==> src/rtl/spike_rate_monitor.sv <==
// spike_rate_monitor: counts rising-edge spike events per fixed window and measures inter-spike interval.
// Latency: window result registered on the window-end edge; ISI registered on the edge that samples the event.
// Backpressure: rate result held under valid/ready; a new window overwrites unconsumed data and sets a sticky overrun.
//
// Ports:
//   clk, reset            clock, asynchronous active-high reset
//   enable                measurement enable (dropping it discards the partial window and the ISI reference)
//   spike_in              raw spike line; only rising edges count
//   rate_data/valid/ready spike count of the last completed window, valid/ready handshake
//   rate_overrun          sticky: a window result replaced unconsumed data; cleared by clr_overrun
//   isi_out, isi_strobe   last inter-spike interval in cycles, one-cycle update pulse
module spike_rate_monitor #(
  parameter int WINDOW_CYCLES = 256,
  parameter int CNT_W         = 8,
  parameter int ISI_W         = 12
) (
  input  logic             clk,
  input  logic             reset,
  input  logic             enable,
  input  logic             spike_in,
  output logic [CNT_W-1:0] rate_data,
  output logic             rate_valid,
  input  logic             rate_ready,
  output logic             rate_overrun,
  input  logic             clr_overrun,
  output logic [ISI_W-1:0] isi_out,
  output logic             isi_strobe
);

  localparam int WIN_W = $clog2(WINDOW_CYCLES);
  localparam logic [WIN_W-1:0] WIN_LAST = WIN_W'(WINDOW_CYCLES - 1);
  localparam logic [CNT_W-1:0] CNT_MAX  = '1;
  localparam logic [ISI_W-1:0] ISI_MAX  = '1;

  localparam logic [0:0] W_IDLE  = 1'b0;
  localparam logic [0:0] W_RUN   = 1'b1;
  localparam logic [0:0] I_NOREF = 1'b0;
  localparam logic [0:0] I_REF   = 1'b1;

  logic             spike_d_q, spike_d_d;
  logic [0:0]       win_state_q, win_state_d;
  logic [WIN_W-1:0] win_cnt_q, win_cnt_d;
  logic [CNT_W-1:0] spk_cnt_q, spk_cnt_d;
  logic [CNT_W-1:0] rate_data_q, rate_data_d;
  logic             rate_valid_q, rate_valid_d;
  logic             rate_overrun_q, rate_overrun_d;
  logic [0:0]       isi_state_q, isi_state_d;
  logic [ISI_W-1:0] isi_cnt_q, isi_cnt_d;
  logic [ISI_W-1:0] isi_out_q, isi_out_d;
  logic             isi_strobe_q, isi_strobe_d;

  logic             evt;
  logic             win_end;
  logic [CNT_W-1:0] spk_sum;
  logic [ISI_W-1:0] isi_inc;

  always_comb begin
    // Edge detect uses the registered line even while disabled, so a spike
    // already high at enable time is not mistaken for a fresh event.
    evt       = spike_in & ~spike_d_q & enable;
    spike_d_d = spike_in;

    // Saturating count including this cycle's event.
    spk_sum = spk_cnt_q;
    if (evt && (spk_cnt_q != CNT_MAX)) begin
      spk_sum = spk_cnt_q + 1'b1;
    end

    isi_inc = isi_cnt_q;
    if (isi_cnt_q != ISI_MAX) begin
      isi_inc = isi_cnt_q + 1'b1;
    end

    win_state_d    = win_state_q;
    win_cnt_d      = win_cnt_q;
    spk_cnt_d      = spk_cnt_q;
    win_end        = 1'b0;

    if (win_state_q == W_IDLE) begin
      if (enable) begin
        win_state_d = W_RUN;
        win_cnt_d   = '0;
        spk_cnt_d   = '0;
      end
    end else begin
      if (!enable) begin
        // Partial window is discarded without producing a result.
        win_state_d = W_IDLE;
        win_cnt_d   = '0;
        spk_cnt_d   = '0;
      end else if (win_cnt_q == WIN_LAST) begin
        // Back-to-back windows: next window starts on the following cycle.
        win_end   = 1'b1;
        win_cnt_d = '0;
        spk_cnt_d = '0;
      end else begin
        win_cnt_d = win_cnt_q + 1'b1;
        spk_cnt_d = spk_sum;
      end
    end

    rate_data_d  = rate_data_q;
    rate_valid_d = rate_valid_q;
    if (win_end) begin
      rate_data_d  = spk_sum;
      rate_valid_d = 1'b1;
    end else if (rate_valid_q && rate_ready) begin
      rate_valid_d = 1'b0;
    end

    // Set has priority over clear when both happen in the same cycle.
    rate_overrun_d = rate_overrun_q;
    if (win_end && rate_valid_q && !rate_ready) begin
      rate_overrun_d = 1'b1;
    end else if (clr_overrun) begin
      rate_overrun_d = 1'b0;
    end

    isi_state_d  = isi_state_q;
    isi_cnt_d    = isi_cnt_q;
    isi_out_d    = isi_out_q;
    isi_strobe_d = 1'b0;
    if (!enable) begin
      isi_state_d = I_NOREF;
      isi_cnt_d   = '0;
    end else if (isi_state_q == I_NOREF) begin
      if (evt) begin
        isi_state_d = I_REF;
        isi_cnt_d   = '0;
      end
    end else begin
      if (evt) begin
        // +1 turns "cycles since the previous edge" into edge-to-edge distance.
        isi_out_d    = isi_inc;
        isi_strobe_d = 1'b1;
        isi_cnt_d    = '0;
      end else begin
        isi_cnt_d = isi_inc;
      end
    end
  end

  always_ff @(posedge clk or posedge reset) begin
    if (reset) begin
      spike_d_q      <= 1'b0;
      win_state_q    <= W_IDLE;
      win_cnt_q      <= '0;
      spk_cnt_q      <= '0;
      rate_data_q    <= '0;
      rate_valid_q   <= 1'b0;
      rate_overrun_q <= 1'b0;
      isi_state_q    <= I_NOREF;
      isi_cnt_q      <= '0;
      isi_out_q      <= '0;
      isi_strobe_q   <= 1'b0;
    end else begin
      spike_d_q      <= spike_d_d;
      win_state_q    <= win_state_d;
      win_cnt_q      <= win_cnt_d;
      spk_cnt_q      <= spk_cnt_d;
      rate_data_q    <= rate_data_d;
      rate_valid_q   <= rate_valid_d;
      rate_overrun_q <= rate_overrun_d;
      isi_state_q    <= isi_state_d;
      isi_cnt_q      <= isi_cnt_d;
      isi_out_q      <= isi_out_d;
      isi_strobe_q   <= isi_strobe_d;
    end
  end

  assign rate_data    = rate_data_q;
  assign rate_valid   = rate_valid_q;
  assign rate_overrun = rate_overrun_q;
  assign isi_out      = isi_out_q;
  assign isi_strobe   = isi_strobe_q;

endmodule
==> config.mk <==
export PLATFORM = sky130hd
export DESIGN_NAME = spike_rate_monitor
export DESIGN_NICKNAME = d
export VERILOG_FILES = /design/src/rtl/spike_rate_monitor.sv
export SDC_FILE = /design/constraint.sdc
export NUM_CORES = 1
export LEC_CHECK = 0
export CAP_MARGIN = 20
export CELL_PAD_IN_SITES_DETAIL_PLACEMENT = 0
export CELL_PAD_IN_SITES_GLOBAL_PLACEMENT = 1
export CORE_MARGIN = 3
export CORE_UTILIZATION = 32
export CTS_CLUSTER_DIAMETER = 120
export DETAILED_ROUTE_END_ITERATION = 8
export GPL_ROUTABILITY_DRIVEN = 1
export HOLD_SLACK_MARGIN = 0.02
export PLACE_DENSITY = 0.62
export SYNTH_ARGS = -nofsm -noshare
export SYNTH_HDL_FRONTEND = slang
export SYNTH_SLANG_ARGS = --single-unit
==> constraint.sdc <==
create_clock -name clk -period 2 [get_ports clk]
set_input_delay 0.6 -clock clk [delete_from_list [all_inputs] [get_ports clk]]
set_output_delay 0.6 -clock clk [all_outputs]
set_load 0.02 [all_outputs]
; Yosys cells after proc, flatten, opt, wreduce, memory -nomap -nowiden
; Cells that the tools add are included.
[classes]
n_eq_ne = 4
add_sub_neg = 3
bitwise = 3
n_reduce_logical = 9
mux = 26
[ops]
columns = op, count
row1 = $mux 8, 8
row2 = $mux 12, 5
row3 = $add 8x1->8 const B, 2
row4 = $mux 1, 13
row5 = $add 12x1->12 const B, 1
row6 = $ne 12x12->1 const B, 1
row7 = $eq 8x8->1 const B, 1
row8 = $ne 8x8->1 const B, 1
row9 = $reduce_bool 2->1, 3
row10 = $logic_and 1x1->1, 4
row11 = $ne 3x1->1 const B, 1
row12 = $reduce_and 3->1, 1
row13 = $and 1x1->1, 2
row14 = $logic_not 1->1, 1
row15 = $not 1->1, 1
[totals]
elab_cells = 56
ff_bits = 54
inputBits = 6
output_inout_bits = 23

; Depth between registers and ports, before layout
; Gate-level depths: netlist (run 1).
[depth]
word_depth = 8
depth_mapped = 6
depth_no_buf = 5

; Worst setup path after synthesis (run 1)
; OpenSTA, ideal clock, no wires.
[synth_timing]
path_kind = in2reg
start = in enable
end = reg rate_data_q[6], in the netlist rate_data[6]
cell_stages = 4
arrival_time_ns = 1.643
setup_ns = 0.125
path_slack_ns = 0.232
required_time_ns = 1.875
path_buffers = 1
path_cell_list = buf_2 nand2_1 nor3_2 mux2_2
[synth_between]
elab_chain_cells = 3
word_cells_on_any_way = 5
cone_classes = 3 x mux / 1 x bitwise / 1 x reduce/logical
[synth_lines]
columns = element, line
row1 = start: declaration, 19  ; input logic enable,
row2 = $and 1x1->1, 60  ; evt = spike_in & ~spike_d_q & enable;
row3 = $logic_and 1x1->1, 65  ; if (evt && (spk_cnt_q != CNT_MAX)) begin
row4 = $mux 8, 65
row5 = end signal: assignment, 161  ; rate_data_q <= rate_data_d;
row6 = end: declaration, 44  ; logic [CNT_W-1:0] rate_data_q, rate_data_d;
; Several ways; a longest one is shown, not always the timed one.
; A chain may end at the register's enable or synchronous reset.

; Final worst setup path (run 1)
[layout_timing]
start = reg rate_data_q[6], in the netlist rate_data[6]
end = out rate_data[6]
[layout_rtl]
columns = element, line
row1 = end: declaration, 21  ; output logic [CNT_W-1:0] rate_data,
; No word-level cell between the ends.

==> results_dict.tcl, run 1 <==
set metrics [dict create \
    outcome "finished clean" \
    report.final.setup_viol 0 \
    overflow 0 \
    dp_hpwl_um 4710 \
    hold_class "reg -> reg" \
    cts_root_buf "clkbuf_8" \
    synth_top_cell_by_area "dfrtp_1" \
    max_freq_mhz 530 \
    fin_ws_ns 0.113 \
    p_leak_nw 1.55 \
    ant_nets 0 \
    grt_pass1_wl_um 11100 \
    whs_path_depth 2 \
    grt_pass1_vias 2315 \
    antenna_found_initial 0 \
    synth_fa_ha_area_share_pct 1.36 \
    cp_top_family "buffers and inverters" \
    synth-simple-area-share_pct 23.3 \
    grt_max_degree 32 \
    core_area_sq_um 8300 \
    p_per_area_nw_per_um2 582 \
    use_met3_pct 2.55 \
    dr.pass1.iters 5 \
    synth_seq_cells 54 \
    fin_crit_ns 1.89 \
    synthArstFlopShare_pct 100 \
    cts.path.max_buffers 2 \
    dp_slack_ns -0.355 \
    rows 33 \
    cp.depth 1 \
    htree_levels 2 \
    worstPathMaxFanout 2 \
    cts_sinks 54 \
    n_antenna_cell 0 \
    rsz0062_at_grt "false" \
    synth.area.mux_share_pct 1.90 \
    track_usage_pct 13.9 \
    synthesis.area_sq_um 2770 \
    io_buffer_count 28 \
    finalCritPeriodShare_pct 94.3 \
    syn_inst 294 \
    ir_drop_mv 0.284 \
    slew_headroom_pct 68.4 \
    ctsHoldBuffers 0 \
    drcViolationCount 0 \
    syn_nets 303 \
    dieArea_sq_um 9810 \
    drt_iter0_drc 110 \
    clk_latency_ns 0.31 \
    nNetsFinal 362 \
    finClkSkew_ns 0.0117 \
    wl_per_cell_um 13.9 \
    synth.most_common_cell "dfrtp_1" \
    cts_buffers 5 \
    setup.worst_path.start_class "flip-flop" \
    worstPathRequired_ns 1.40 \
    ys.flop_type "dfrtp_1" \
    vias_per_cell 5.12 \
    hold_ws_ns 0.485 \
    cts.clk_slew.worst_paths_ns 0.11 \
    slowest_stage "clkdlybuf4s50_1" \
    ys_warn_count 0 \
    met2_usage_pct 21.3 \
    drv_slew 0 \
    arrival_ns 1.29 \
    place_congestion 0.765 \
    path_buf_inv 1 \
    start_util_pct 33.4 \
    synth_compound_area_share_pct 18.7 \
    syn_area_per_cell_sq_um 9.42 \
    routed_wl_um 6380 \
    synth_top_family_by_area "simple AND/OR/NAND/NOR gates" \
    worstSetupEndpointType "output pin" \
    synth-edff-count 0 \
    reg2reg_depth 5 \
    drive_gt1_share_pct 16.4 \
    critical_path.cell_chain "clkdlybuf4s50_1" \
    top_usage_layer "met2" \
    synth_cell_type_count 52 \
    worstMarginPinSlew_ns 0.470 \
    synth-seq-area-share_pct 48.8 \
    synth_area_leaders "dfrtp_1, nand2_1, a21oi_1, o21ai_0, a31oi_1" \
    hold_viol 0 \
    cts_tree "yes" \
    io_pins 29 \
    fillers 833 \
    postCtsSetupBuffers 0 \
    synthDominantCellAreaShare_pct 48.8 \
    synthTopCellsByCount "dfrtp_1, nand2_1, a21oi_1, o21ai_0, nor2_1" \
    drv_cap 0 \
    route.vias.total 2351 \
    synth_xor_area_share_pct 2.53 \
    die_w_um 99.0 \
    syn2layout_area_growth_pct 28.3 \
    grt_use_met1_pct 20.1 \
    max_stage_delay_ns 0.61 \
    crit_type "reg -> out" \
    die_h_um 99.0 \
]
## sequential cells by signal, summed over array words and instances (netlist names), 8 cells and up
register / count
spk_cnt_q: 8
win_cnt_q: 8
isi_cnt_q: 12
rate_data: 8
isi_out: 12
## power breakdown
| group | internal [mW] | switching (mW) | leakage [nW] | total, mW |
|---|---|---|---|---|
| clock | 0.318 | 0.369 | 0.0544 | 0.687 |
| sequential | 1.12 | 0.0194 | 0.739 | 1.14 |
| combinational | 0.110 | 0.128 | 0.758 | 0.238 |
## metal layers
metal | vias to the layer above | wire (um)
met1 | 1103 | 3300
met2 | 42 | 2820
met3 | 6 | 197
li1 | 1200 | -
met4 | 0 | 61
met5 | - | 0
## stage by stage
| stage | power [mW] | cell area, sq um | cells | util (%) | TNS [ns] |
|---|---|---|---|---|---|
| final | 2.07 | 3550 | 459 | 42.8 | 0 |
| after global routing | 2.17 | 3550 | 459 | 42.8 | 0 |
| after CTS | 2.11 | 3550 | 459 | 42.8 | 0 |
| after detailed placement | 1.41 | 3440 | 451 | 41.5 | -7.61 |
| after global placement | 1.41 | 3440 | 451 | 41.5 | -6.13 |
| after floorplan | 1.28 | 2770 | 294 | - | 0 |
## area by class of cell
cell class | instances | area [sq um] | share of cell area (%)
Sequential cell | 54 | 1350 | 38.0
Multi-Input combinational cell | 217 | 1320 | 37.3
Clock inverter | 1 | 8.76 | 0.246
Timing Repair Buffer | 66 | 608 | 17.1
Clock buffer | 7 | 96.3 | 2.71
Inverter | 9 | 33.8 | 0.951
Tap cell | 105 | 131 | 3.70
## final timing paths
kind	startpoint	endpoint	slack, ns
max in group asynchronous	reset	spk_cnt_q[4]$_DFFE_PP0P_	0.92
min in group asynchronous	reset	isi_out[3]$_DFFE_PP0P_	0.58
hold / removal	isi_out[1]$_DFFE_PP0P_	isi_out[1]$_DFFE_PP0P_	0.48
setup reg to reg	isi_cnt_q[1]$_DFFE_PP0P_	isi_out[0]$_DFFE_PP0P_	0.20
setup / recovery	rate_data[6]$_DFFE_PP0P_	rate_data[6]	0.11
hold reg to reg	isi_out[1]$_DFFE_PP0P_	isi_out[1]$_DFFE_PP0P_	0.48
## repair_timing
action                     CTS  global route
resized for setup            1             2
hold endpoints to repair     0             0
setup endpoints to repair    2             8
## kinds of logic after synthesis
group | count (synthesis)
compound gates | 81
xor+xnor | 8
fa+ha+maj | 3
buf+inv | 23
flops | 54
mux | 5
simple gates | 120
## cells in the final DEF (no fill, tap or decap), types with 2 or more instances in the layout
cell / n
nor3_1: 10
nor2_1: 17
nor4_1: 4
nand4_1: 3
clkbuf_8: 7
o21ai_1: 4
buf_12: 3
xor2_1: 2
or3_1: 9
and3_1: 10
mux2_2: 2
nand3_1: 16
nand2_1: 29
a21oi_1: 21
a31oi_1: 15
buf_4: 35
a21o_1: 2
inv_1: 8
and2_1: 4
nand2b_1: 4
xnor2_1: 6
dfrtp_1: 54
o21ai_0: 21
o31ai_1: 2
dlymetal6s2s_1: 2
mux2i_1: 3
nor2b_1: 2
ha_1: 3
a22o_1: 2
clkdlybuf4s50_1: 26
No activity file was read; power rests on OpenSTA's default activity.
==> run 2: changes to the inputs <==
--- a/config.mk
+++ b/config.mk
@@ -12,7 +12,7 @@
 export CORE_UTILIZATION = 32
 export CTS_CLUSTER_DIAMETER = 120
 export DETAILED_ROUTE_END_ITERATION = 8
-export GPL_ROUTABILITY_DRIVEN = 1
+export GPL_ROUTABILITY_DRIVEN = 0
 export HOLD_SLACK_MARGIN = 0.02
 export PLACE_DENSITY = 0.62
 export SYNTH_ARGS = -nofsm -noshare
==> results of run 2 <==
No change in the layout: final DEF, timing and power equal those of run 1.
==> run 3: changes to the inputs <==
--- a/config.mk
+++ b/config.mk
@@ -10,6 +10,7 @@
 export CELL_PAD_IN_SITES_GLOBAL_PLACEMENT = 1
 export CORE_MARGIN = 3
 export CORE_UTILIZATION = 32
+export CTS_BUF_LIST = sky130_fd_sc_hd__clkbuf_8
 export CTS_CLUSTER_DIAMETER = 120
 export DETAILED_ROUTE_END_ITERATION = 8
 export GPL_ROUTABILITY_DRIVEN = 0
==> results of run 3 <==
No change in the layout: final DEF, timing and power equal those of run 1.
